`src/rtl/main_decoder_pipe.sv`:
```
// Pipelined main decoder: combinational extend/regfile selects plus a registered ID/EX
// control bundle with valid/ready, stall/flush, illegal-op flagging and multi-cycle MUL occupancy.
module main_decoder_pipe #(
  parameter int ENABLE_MUL  = 1,
  parameter int MUL_LATENCY = 4
) (
  input  logic       clk,
  input  logic       reset_n,
  input  logic       id_valid,
  input  logic [1:0] Op,
  input  logic [5:0] Funct,
  input  logic [3:0] MulBits,
  input  logic       stall_e,
  input  logic       flush_e,
  output logic       id_ready,
  output logic [1:0] ImmSrcD,
  output logic [1:0] RegSrcD,
  output logic       BranchE,
  output logic       RegWE,
  output logic       MemWE,
  output logic       MemtoRegE,
  output logic       ALUSrcE,
  output logic       ALUOpE,
  output logic       MulE,
  output logic       ValidE,
  output logic       IllegalE,
  output logic       mul_busy
);

  localparam int CNT_W = $clog2(MUL_LATENCY + 1);

  typedef enum logic {IDLE, MUL_BUSY} state_t;

  typedef struct packed {
    logic branch;
    logic mem_to_reg;
    logic mem_w;
    logic alu_src;
    logic reg_w;
    logic alu_op;
    logic mul;
    logic valid;
    logic illegal;
  } ctrl_t;

  state_t             state_reg, state_next;
  logic [CNT_W-1:0]   cnt_reg, cnt_next;
  ctrl_t              ctrl_reg, ctrl_next;
  ctrl_t              dec;
  logic               is_mul;
  logic               accept;
  logic               unused_funct;

  // Funct[3:1] only matter to the ALU decoder, not to the main decoder.
  assign unused_funct = ^Funct[3:1];

  assign is_mul   = (ENABLE_MUL != 0) && (Op == 2'b00) && (Funct[5:4] == 2'b00) && (MulBits == 4'b1001);
  assign id_ready = (state_reg == IDLE) && !stall_e;
  assign accept   = id_valid && id_ready;
  assign mul_busy = (state_reg == MUL_BUSY);

  always_comb begin
    dec     = '0;
    ImmSrcD = 2'b00;
    RegSrcD = 2'b00;
    case (Op)
      2'b00: begin
        dec.reg_w   = 1'b1;
        dec.alu_src = Funct[5];
        dec.alu_op  = !is_mul;
        dec.mul     = is_mul;
      end
      2'b01: begin
        dec.alu_src = 1'b1;
        ImmSrcD     = 2'b01;
        if (Funct[0]) begin
          dec.mem_to_reg = 1'b1;
          dec.reg_w      = 1'b1;
        end else begin
          dec.mem_w = 1'b1;
          RegSrcD   = 2'b10;
        end
      end
      2'b10: begin
        dec.branch  = 1'b1;
        dec.alu_src = 1'b1;
        ImmSrcD     = 2'b10;
        RegSrcD     = 2'b01;
      end
      default: dec.illegal = 1'b1;
    endcase
    dec.valid = 1'b1;
  end

  // Priority: flush > stall > accept/bubble in IDLE > hold while MUL occupies ID/EX.
  always_comb begin
    state_next = state_reg;
    cnt_next   = cnt_reg;
    ctrl_next  = ctrl_reg;
    if (flush_e) begin
      state_next = IDLE;
      cnt_next   = '0;
      ctrl_next  = '0;
    end else if (!stall_e) begin
      if (state_reg == IDLE) begin
        ctrl_next = accept ? dec : '0;
        if (accept && dec.mul && (MUL_LATENCY > 1)) begin
          state_next = MUL_BUSY;
          cnt_next   = CNT_W'(MUL_LATENCY - 1);
        end
      end else if (cnt_reg <= CNT_W'(1)) begin
        state_next = IDLE;
        cnt_next   = '0;
      end else begin
        cnt_next = cnt_reg - CNT_W'(1);
      end
    end
  end

  always_ff @(posedge clk or negedge reset_n) begin
    if (!reset_n) begin
      state_reg <= IDLE;
      cnt_reg   <= '0;
      ctrl_reg  <= '0;
    end else begin
      state_reg <= state_next;
      cnt_reg   <= cnt_next;
      ctrl_reg  <= ctrl_next;
    end
  end

  assign BranchE   = ctrl_reg.branch;
  assign MemtoRegE = ctrl_reg.mem_to_reg;
  assign MemWE     = ctrl_reg.mem_w;
  assign ALUSrcE   = ctrl_reg.alu_src;
  assign RegWE     = ctrl_reg.reg_w;
  assign ALUOpE    = ctrl_reg.alu_op;
  assign MulE      = ctrl_reg.mul;
  assign ValidE    = ctrl_reg.valid;
  assign IllegalE  = ctrl_reg.illegal;

endmodule
```
`config.mk`:
```
export PLATFORM = sky130hd
export DESIGN_NAME = main_decoder_pipe
export DESIGN_NICKNAME = d
export VERILOG_FILES = /design/src/rtl/main_decoder_pipe.sv
export SDC_FILE = /design/constraint.sdc
export NUM_CORES = 1
export LEC_CHECK = 0
export CORE_MARGIN = 1
export CORE_UTILIZATION = 40
export CTS_BUF_LIST = sky130_fd_sc_hd__clkbuf_16
export CTS_CLUSTER_SIZE = 10
export DETAILED_ROUTE_END_ITERATION = 12
export HOLD_SLACK_MARGIN = 0.08
export PLACE_DENSITY = 0.8
export SLEW_MARGIN = 20
export SYNTH_ARGS = -nofsm -noshare
export SYNTH_HDL_FRONTEND = slang
export SYNTH_SLANG_ARGS = --single-unit
```
`constraint.sdc`:
```
create_clock -name clk -period 2.52 [get_ports clk]
set_input_delay 0.378 -clock clk [delete_from_list [all_inputs] [get_ports clk]]
set_output_delay 0.378 -clock clk [all_outputs]
set_load 0.005 [all_outputs]
```
* After elaboration in Yosys (flattened, before gate mapping)
Index checks and enable logic that the tools add are counted.
** Word-level totals
- Input port bits :: 17
- Output and inout bits :: 15
- Register bits :: 13
- Memories :: 0
- Logic and storage cells :: 58
- Bits in latches :: 0
- Bits in read-only memories :: 0
- Bits in writable memories :: 0
** Operators by class
- Divide/modulo/power cells :: 0
- Equal/unequal tests :: 5
- $mul :: 0
- Bitwise operators :: 1
- Add/sub/neg operators :: 1
- Shift-type cells :: 0
- $lt $le $gt $ge :: 1
- Mux-type cells :: 25
- Reduce and logical (&&, ||, !) cells :: 14
** Operators by type and width (number)
- 9-bit 2-to-1 mux :: 4
- 3-bit 2-to-1 mux :: 5
- 1-bit 2-to-1 mux :: 9
- 2-bit one-hot mux with 2 select lines :: 2
- 2-bit 2-to-1 mux :: 3
- 1-bit logical AND :: 5
- 4-bit == test, second input constant :: 1
- 2-bit zero test :: 2
- 1-bit one-hot mux with 2 select lines :: 2
- 2-bit AND reduction :: 2
- 3-bit by 1-bit less-or-equal comparator with 1-bit output, second input constant :: 1
- 3-bit nonzero test :: 1
- 3-bit OR reduction :: 1
- 3-bit by 1-bit subtractor with 3-bit output, second input constant :: 1
- 2-bit by 1-bit == test with 1-bit output, second input constant :: 1
- 2-bit == test, second input constant :: 1
- 1-bit zero test :: 2
- 2-bit by 1-bit inequality test with 1-bit output, second input constant :: 1
- 2-bit inequality test, second input constant :: 1
- 2-bit OR reduction :: 1
- 1-bit inverter :: 1

* Longest topological paths before layout
Gate-level depths: netlist of run 1.
- Word-level depth :: 10
- Mapped depth :: 5
- Mapped depth without buffers :: 5

* Least setup slack after synthesis of run 1
No wires, ideal clock.
- Path kind :: reg-to-reg
- Start point :: register cnt_reg[0]
- End point :: register cnt_reg[1]
- Slack :: 1046 ps
- Setup time :: 111 ps
- Data arrival time :: 1363 ps
- Clock period less this slack :: 1474 ps
- Path buffers :: 0
- Stages on the path, launching flop included :: 5
- Data required time :: 2409 ps
- Path through :: dfrtp_1 inv_1 ha_1 o311a_1 a2111oi_2
** On the way
- Word-level cells in the longest chain between the ends :: 5
- Elaborated cells between the ends (all ways) :: 6
- Those cells by class :: add/sub (1); order compare (1); mux (4)
** Ends and longest elaborated chain
- from (decl) :: line 47 : logic [CNT_W-1:0] cnt_reg, cnt_next;
- from (signal assigned) :: line 127 : cnt_reg <= cnt_next;
- 3-bit by 1-bit subtractor with 3-bit output or 3-bit by 1-bit less-or-equal comparator with 1-bit output (tied branches) :: line 115, 111
- 3-bit 2-to-1 mux * :: line 111 : end else if (cnt_reg <= CNT_W'(1)) begin
- 3-bit 2-to-1 mux * :: line 105 : if (state_reg == IDLE) begin
- 3-bit 2-to-1 mux * :: line 104 : end else if (!stall_e) begin
- 3-bit 2-to-1 mux * :: line 100 : if (flush_e) begin
Mark *: on every way between the ends. The rest lies on a longest branch, timed or not. The select of a mux whose other input is x is not followed.
A chain may end at the register's enable or synchronous reset.

* Worst setup path after layout of run 1
- Start point :: input Op[0]
- End point :: output RegSrcD[1]
** On the way
- Word-level cells in the longest chain between the ends :: 2
- Elaborated cells between the ends (all ways) :: 3
- Those cells by class :: eq/ne (2); mux (1)
** Ends and longest elaborated chain
- from (decl) :: line 10 : input logic [1:0] Op,
- 2-bit == test or 2-bit by 1-bit == test with 1-bit output (tied branches) :: line 66 : case (Op)
- 2-bit one-hot mux with 2 select lines * :: line 66
- to (decl) :: line 17 : output logic [1:0] RegSrcD,
Mark *: on every way between the ends. The rest lies on a longest branch, timed or not.

==> results.toml, run 1 <==
[floorplan]
core_area_um2 = 1940
rows = 16
initial_utilization_pct = 42.5
die_x_um = 47.4
die_y_um = 47.4
die_area_um2 = 2250
ios = 32

[cts]
cts_setup_buffers = 0
clk_pin_slew_ps = 40
insertion_delay_ps = 240
clk_path_buf_depth = 2
cts_tree = "built"
h-tree-depth = 1
holdBufCountCts = 0
root_buffer = "clkbuf_16"
cts_buffers = 3
cts_sinks = 13
post_cts_resized = 0

[sta]
fin_setup_tns_ps = 0
rsz0062_at_grt = "false"
fin_skew_ps = 0.979
finalSetupViolCount = 0
worstMarginPinSlew_ps = 606
hold_viol_final = 0
fin_crit_sh_pct = 95.3
max_freq_mhz = 417
fin_crit_ps = 2400
slew_headroom_pct = 59.5
slew_viol_final = 0

[logic_synthesis]
yosysUniqueCellTypes = 33
yosys.area.top_type = "dfrtp_1"
synth-main-ff-cell = "dfrtp_1"
syn_avg_cell_area_um2 = 11.2
synth.net_count = 100
synth_top_area_share_pct = 39.4
yosys_warnings = 0
ys_seq_area_share_pct = 39.4
synth-edff-count = 0
synthTopCellsByArea = "dfrtp_1, ha_1, a32o_1"
ys_async_sr_fraction_pct = 100
synth_seq_cells = 13
synth_area_um2 = 826
syn_inst = 74

[global_routing]
grt_use_total_pct = 20.0
antenna_found_initial = 0
grt.overflow.total = 0
met1_usage_pct = 22.7
grt_pass1_wl_um = 2990
grt_max_degree = 14
grt_pass1_vias = 702
met3_usage_pct = 6.42
gr-max-usage-layer = "met2"
grt_util_met2_pct = 32.1

[place]
gp_congestion = 0.910
post-dp-hpwl_um = 1380
io_buffers = 28
placed_cell_area_um2 = 1130

[setup_path]
rr_endpoint = "cnt_reg[1]"
ff2ff_path_depth = 4
ff2ff_setup_slack_ps = 930
crit_path_start = "Op[0]"
end_kind = "output port"
r2r-start = "cnt_reg[0]"
path_class = "input port to output port"
worst_setup_path_start_kind = "input port"
cp-endpoint = "RegSrcD[1]"
cp.arrival_ps = 2020
cp_max_fo = 5
cp.required_ps = 2140

[run_status]
run_status = "completed"

[cells_and_area]
final_area_um2 = 1210
largest_register_ff_count = 3
post-route-util_pct = 62.2
nNetsFinal = 132
diodes = 0
drive_gt1_share_pct = 10.5
area_delta_synth_final_pct = 46.2

[routing]
first_pass_iters = 4
vias_per_cell = 5.39
wl_per_cell_um = 14.7
drt-total-wl_um = 1940
drtAntennaViolNets = 0
drc_errors = 0
vias = 712
drt_iter0_markers = 10

[flow_run]
maxCapViolations = 0

[hold_path]
min_path_type = "register to register"

[power_and_ir_drop]
p_leak_uw = 0.000527
power_uw = 587
p_per_area_nw_per_um2 = 487
ir_drop_uv = 548
-- layer usage --
metal	vias up	wire length, um
li1	334	-
met1	337	849
met2	31	884
met3	10	131
met4	0	78
met5	-	0
-- power breakdown --
group	switching, uW	leakage [uW]	total, uW	internal, uW
clock network	85.4	0.0000423	294	209
registers	2.13	0.000180	215	213
logic	34.1	0.000305	77.7	43.6
total	122	0.000527	587	466
-- logic make-up after synthesis --
family                   Yosys count  share of synthesized area [%]
AO/OA/AOI/OAI                     23                           23.2
AND/OR/NAND/NOR                   19                           17.9
flip-flops                        13                           39.4
buffers and inverters             10                           5.91
adder cells (fa/ha/maj)            9                           13.6
-- Yosys cell counts, types with 2 or more instances --
cell type  count
dfrtp_1       13
a211oi_1       2
a21o_1         2
o2bb2ai_1      2
a21oi_1        2
nor2b_1        3
a32o_1         3
a22o_1         3
ha_1           9
inv_1          8
nor2_1         5
-- critical path: stages --
cell and delay [ps]:
clkdlybuf4s50_1 570, inv_1 120, ha_1 310, and3_1 150
clkdlybuf4s50_1 490
-- cells in the final DEF, fill, tap and decap left out --
master and instances:
a2111oi_0 1, a2111oi_2 1, a211o_1 1, a211oi_1 2, a21o_1 2, a21oi_1 2
a21oi_2 1, a22o_1 3, a31oi_1 1, a32o_1 3, and3_1 1, and4bb_2 1
and4bb_4 1, buf_4 1, clkbuf_16 3, clkdlybuf4s50_1 28, dfrtp_1 13, ha_1 9
inv_1 9, nand2b_1 1, nand3_1 1, nand3b_1 1, nor2_1 5, nor2_2 1
nor2b_1 3, nor3_1 1, nor3b_2 1, nor4b_4 1, o21ai_0 1, o21bai_1 1
o2bb2ai_1 2, o311a_1 1, o31ai_1 1, or3b_1 1
-- through the flow --
stage	hold WS (ps)	std cells	worst slack [ps]
2_1_floorplan	82.4	74	1050
3_3_place_gp	460	128	176
3_5_place_dp	475	128	144
4_1_cts	494	132	128
5_1_grt	513	132	39.1
6_report	487	132	119
-- worst min-delay path by stage --
stage,startpoint,end,slack [ps],cells past startpoint
after floorplan,reset_n,ALUOpE,80,0
after global placement,ValidE,ValidE,460,1
after detailed placement,MulE,MulE,470,1
after CTS,ValidE,ValidE,490,1
after global routing,MemtoRegE,MemtoRegE,510,1
final,ValidE,ValidE,490,1
-- layout make-up --
cell class / instances / area (um2)
clock buffer: 3 / 75.1
timing repair buffer: 29 / 288
fill: 164 / 734
inverter: 8 / 30.0
tap: 27 / 33.8
sequential: 13 / 325
multi-input combinational: 51 / 452
clock inverter: 1 / 3.75
(Power assumes the default switching activity.)
==> run 2, diff against run 1 <==
Settings changed: CORE_UTILIZATION 40 to 35, PLACE_DENSITY 0.8 to 0.75, SETUP_SLACK_MARGIN set to 0.15.
==> run 2 against run 1 <==
Cell count grew 1.5%. Combinational power is essentially flat. Total power shrank 0.53%. Wire length shrank 3.8%. Maximum frequency grew 7.1%. Register-to-register slack gained 30 ps. Sequential share of layout area shrank 0.17 points. Sequential power is essentially flat. Worst hold slack lost 6.8 ps. Worst setup slack gained 160 ps. Global-route usage shrank 3.0 points.
==> results.toml, run 2 (synthesis results as in run 1) <==
[setup_path]
rr_endpoint = "cnt_reg[1]"
critical_path.max_stage_delay_ps = 500
cp.arrival_ps = 1860
cp_max_fo = 3
ff2ff_path_depth = 4
end_kind = "output port"
worst_setup_path_start_kind = "input port"
ff2ff_setup_slack_ps = 960
cp_cell_sequence = "clkdlybuf4s50_1 -> inv_1 -> ha_1 -> and3_1 -> clkdlybuf4s50_1"
r2r-start = "cnt_reg[0]"
path_class = "input port to output port"
cp.required_ps = 2140
crit_top_cell = "clkdlybuf4s50_1"
crit_slowest_cell = "clkdlybuf4s50_1"

[power_and_ir_drop]
p_leak_uw = 0.000533
p_per_area_nw_per_um2 = 481
switching_power_uw = 118
ir_drop_uv = 329
internal_power_uw = 466
swShare_pct = 20.3
p_clk_share_pct = 49.9
pwr-share-comb_pct = 13.2
p_seq_share_pct = 36.9

[flow_run]
maxCapViolations = 0

[cells_and_area]
drive_gt1_share_pct = 11.3
final_common_cell = "clkdlybuf4s50_1"
area_delta_synth_final_pct = 47.1
mostFrequentLayoutCells = "clkdlybuf4s50_1, dfrtp_1, inv_1, ha_1, nor2_1"
nNetsFinal = 133
diodes = 0
largest_register_ff_count = 3

[run_status]
run_status = "completed"

[global_routing]
grt_pass1_wl_um = 3230
antenna_found_initial = 0
grt_pass1_vias = 719
grt.overflow.total = 0
grt_max_degree = 14
grt_use_total_pct = 17.0

[cts]
h-tree-depth = 1
cts_sinks = 13
cts_tree = "built"
root_buffer = "clkbuf_16"
holdBufCountCts = 0
insertion_delay_ps = 240
clk_pin_slew_ps = 40
clk_path_buf_depth = 2
cts_buffers = 3

[routing]
vias_per_cell = 5.19
vias = 695
wl_per_cell_um = 14.0
first_pass_iters = 4
drt_iter0_markers = 12
drc_errors = 0
drt-total-wl_um = 1870
drtAntennaViolNets = 0

[sta]
fin_crit_ps = 2240
fin_ws_ps = 278
fin_crit_sh_pct = 89.0
max_freq_mhz = 446
fin_setup_tns_ps = 0
slew_headroom_pct = 60.7
worstMarginPinSlew_ps = 588
rsz0062_at_grt = "false"
fin_skew_ps = 0.814
slew_viol_final = 0
finalSetupViolCount = 0
hold_viol_final = 0

[floorplan]
core_area_um2 = 2210
die_y_um = 50.6
initial_utilization_pct = 37.3
die_x_um = 50.6
ios = 32
rows = 17
die_area_um2 = 2560

[hold_path]
hold_end = "ValidE"
worstHoldStart = "ValidE"
min_path_type = "register to register"
min_path_cells = 1

[place]
post-dp-hpwl_um = 1360
io_buffers = 28
gp_congestion = 0.883
place_ws_ps = 146
-- run 2: changes by cell type in the layout (fill, tap and decap cells not counted), sizes merged --
cell and delta:
buf +1, clkdlybuf4s50 -1, dlygate4sd2 +1
-- run 2: timing repair --
action | in CTS | in global routing
setup buffers | 0 | 0
gates resized for setup | 1 | 0
endpoints found under the setup margin | 1 | 0
-- run 2: layout make-up --
cell class / count / area, um2
Fill cell: 211 / 997
Multi-Input combinational cell: 51 / 452
Sequential cell: 13 / 325
Timing Repair Buffer: 30 / 294
Clock buffer: 3 / 75.1
Tap cell: 28 / 35.0
Inverter: 8 / 30.0
Clock inverter: 1 / 3.75
-- run 2: worst max path at each step --
| stage | to | from |
|---|---|---|
| after floorplan | cnt_reg[1] | cnt_reg[0] |
| after global placement | RegSrcD[1] | Op[0] |
| after detailed placement | RegSrcD[1] | Op[0] |
| after CTS | RegSrcD[1] | Op[1] |
| after global routing | RegSrcD[1] | Op[1] |
| final | RegSrcD[1] | Op[1] |
-- run 2: critical path, delay by kind of cell --
kind,cells,cell delay [ps]
adder cells (fa/ha/maj),1,290
buffers and inverters,3,1060
AND/OR/NAND/NOR,1,140
-- run 2: per-layer routing --
metal | GRT usage, % | share of wire, % | wire [um]
met5 | 0 | 0 | 0
met4 | 10.2 | 2.2 | 42
met3 | 4.24 | 6.7 | 126
met2 | 25.8 | 44 | 819
met1 | 21.6 | 47 | 883
-- run 2: per-stage QoR --
step	cells	area (um2)	total power (uW)	util (%)	hold WS (ps)
final	134	1210	584	54.9	480
after detailed placement	130	1140	296	51.4	474
after global routing	134	1210	610	54.9	517
after floorplan	74	826	244	-	82.4
after global placement	130	1140	296	51.4	469
after CTS	134	1210	593	54.9	483
-- run 2: power by group through the flow --
stage	clock network, uW	logic [uW]	registers, uW
after floorplan	0	25.7	219
final	292	77.4	215
after CTS	299	78.5	215
after global placement	0	77.7	218
after global routing	308	86.2	216
after detailed placement	0	78.0	218
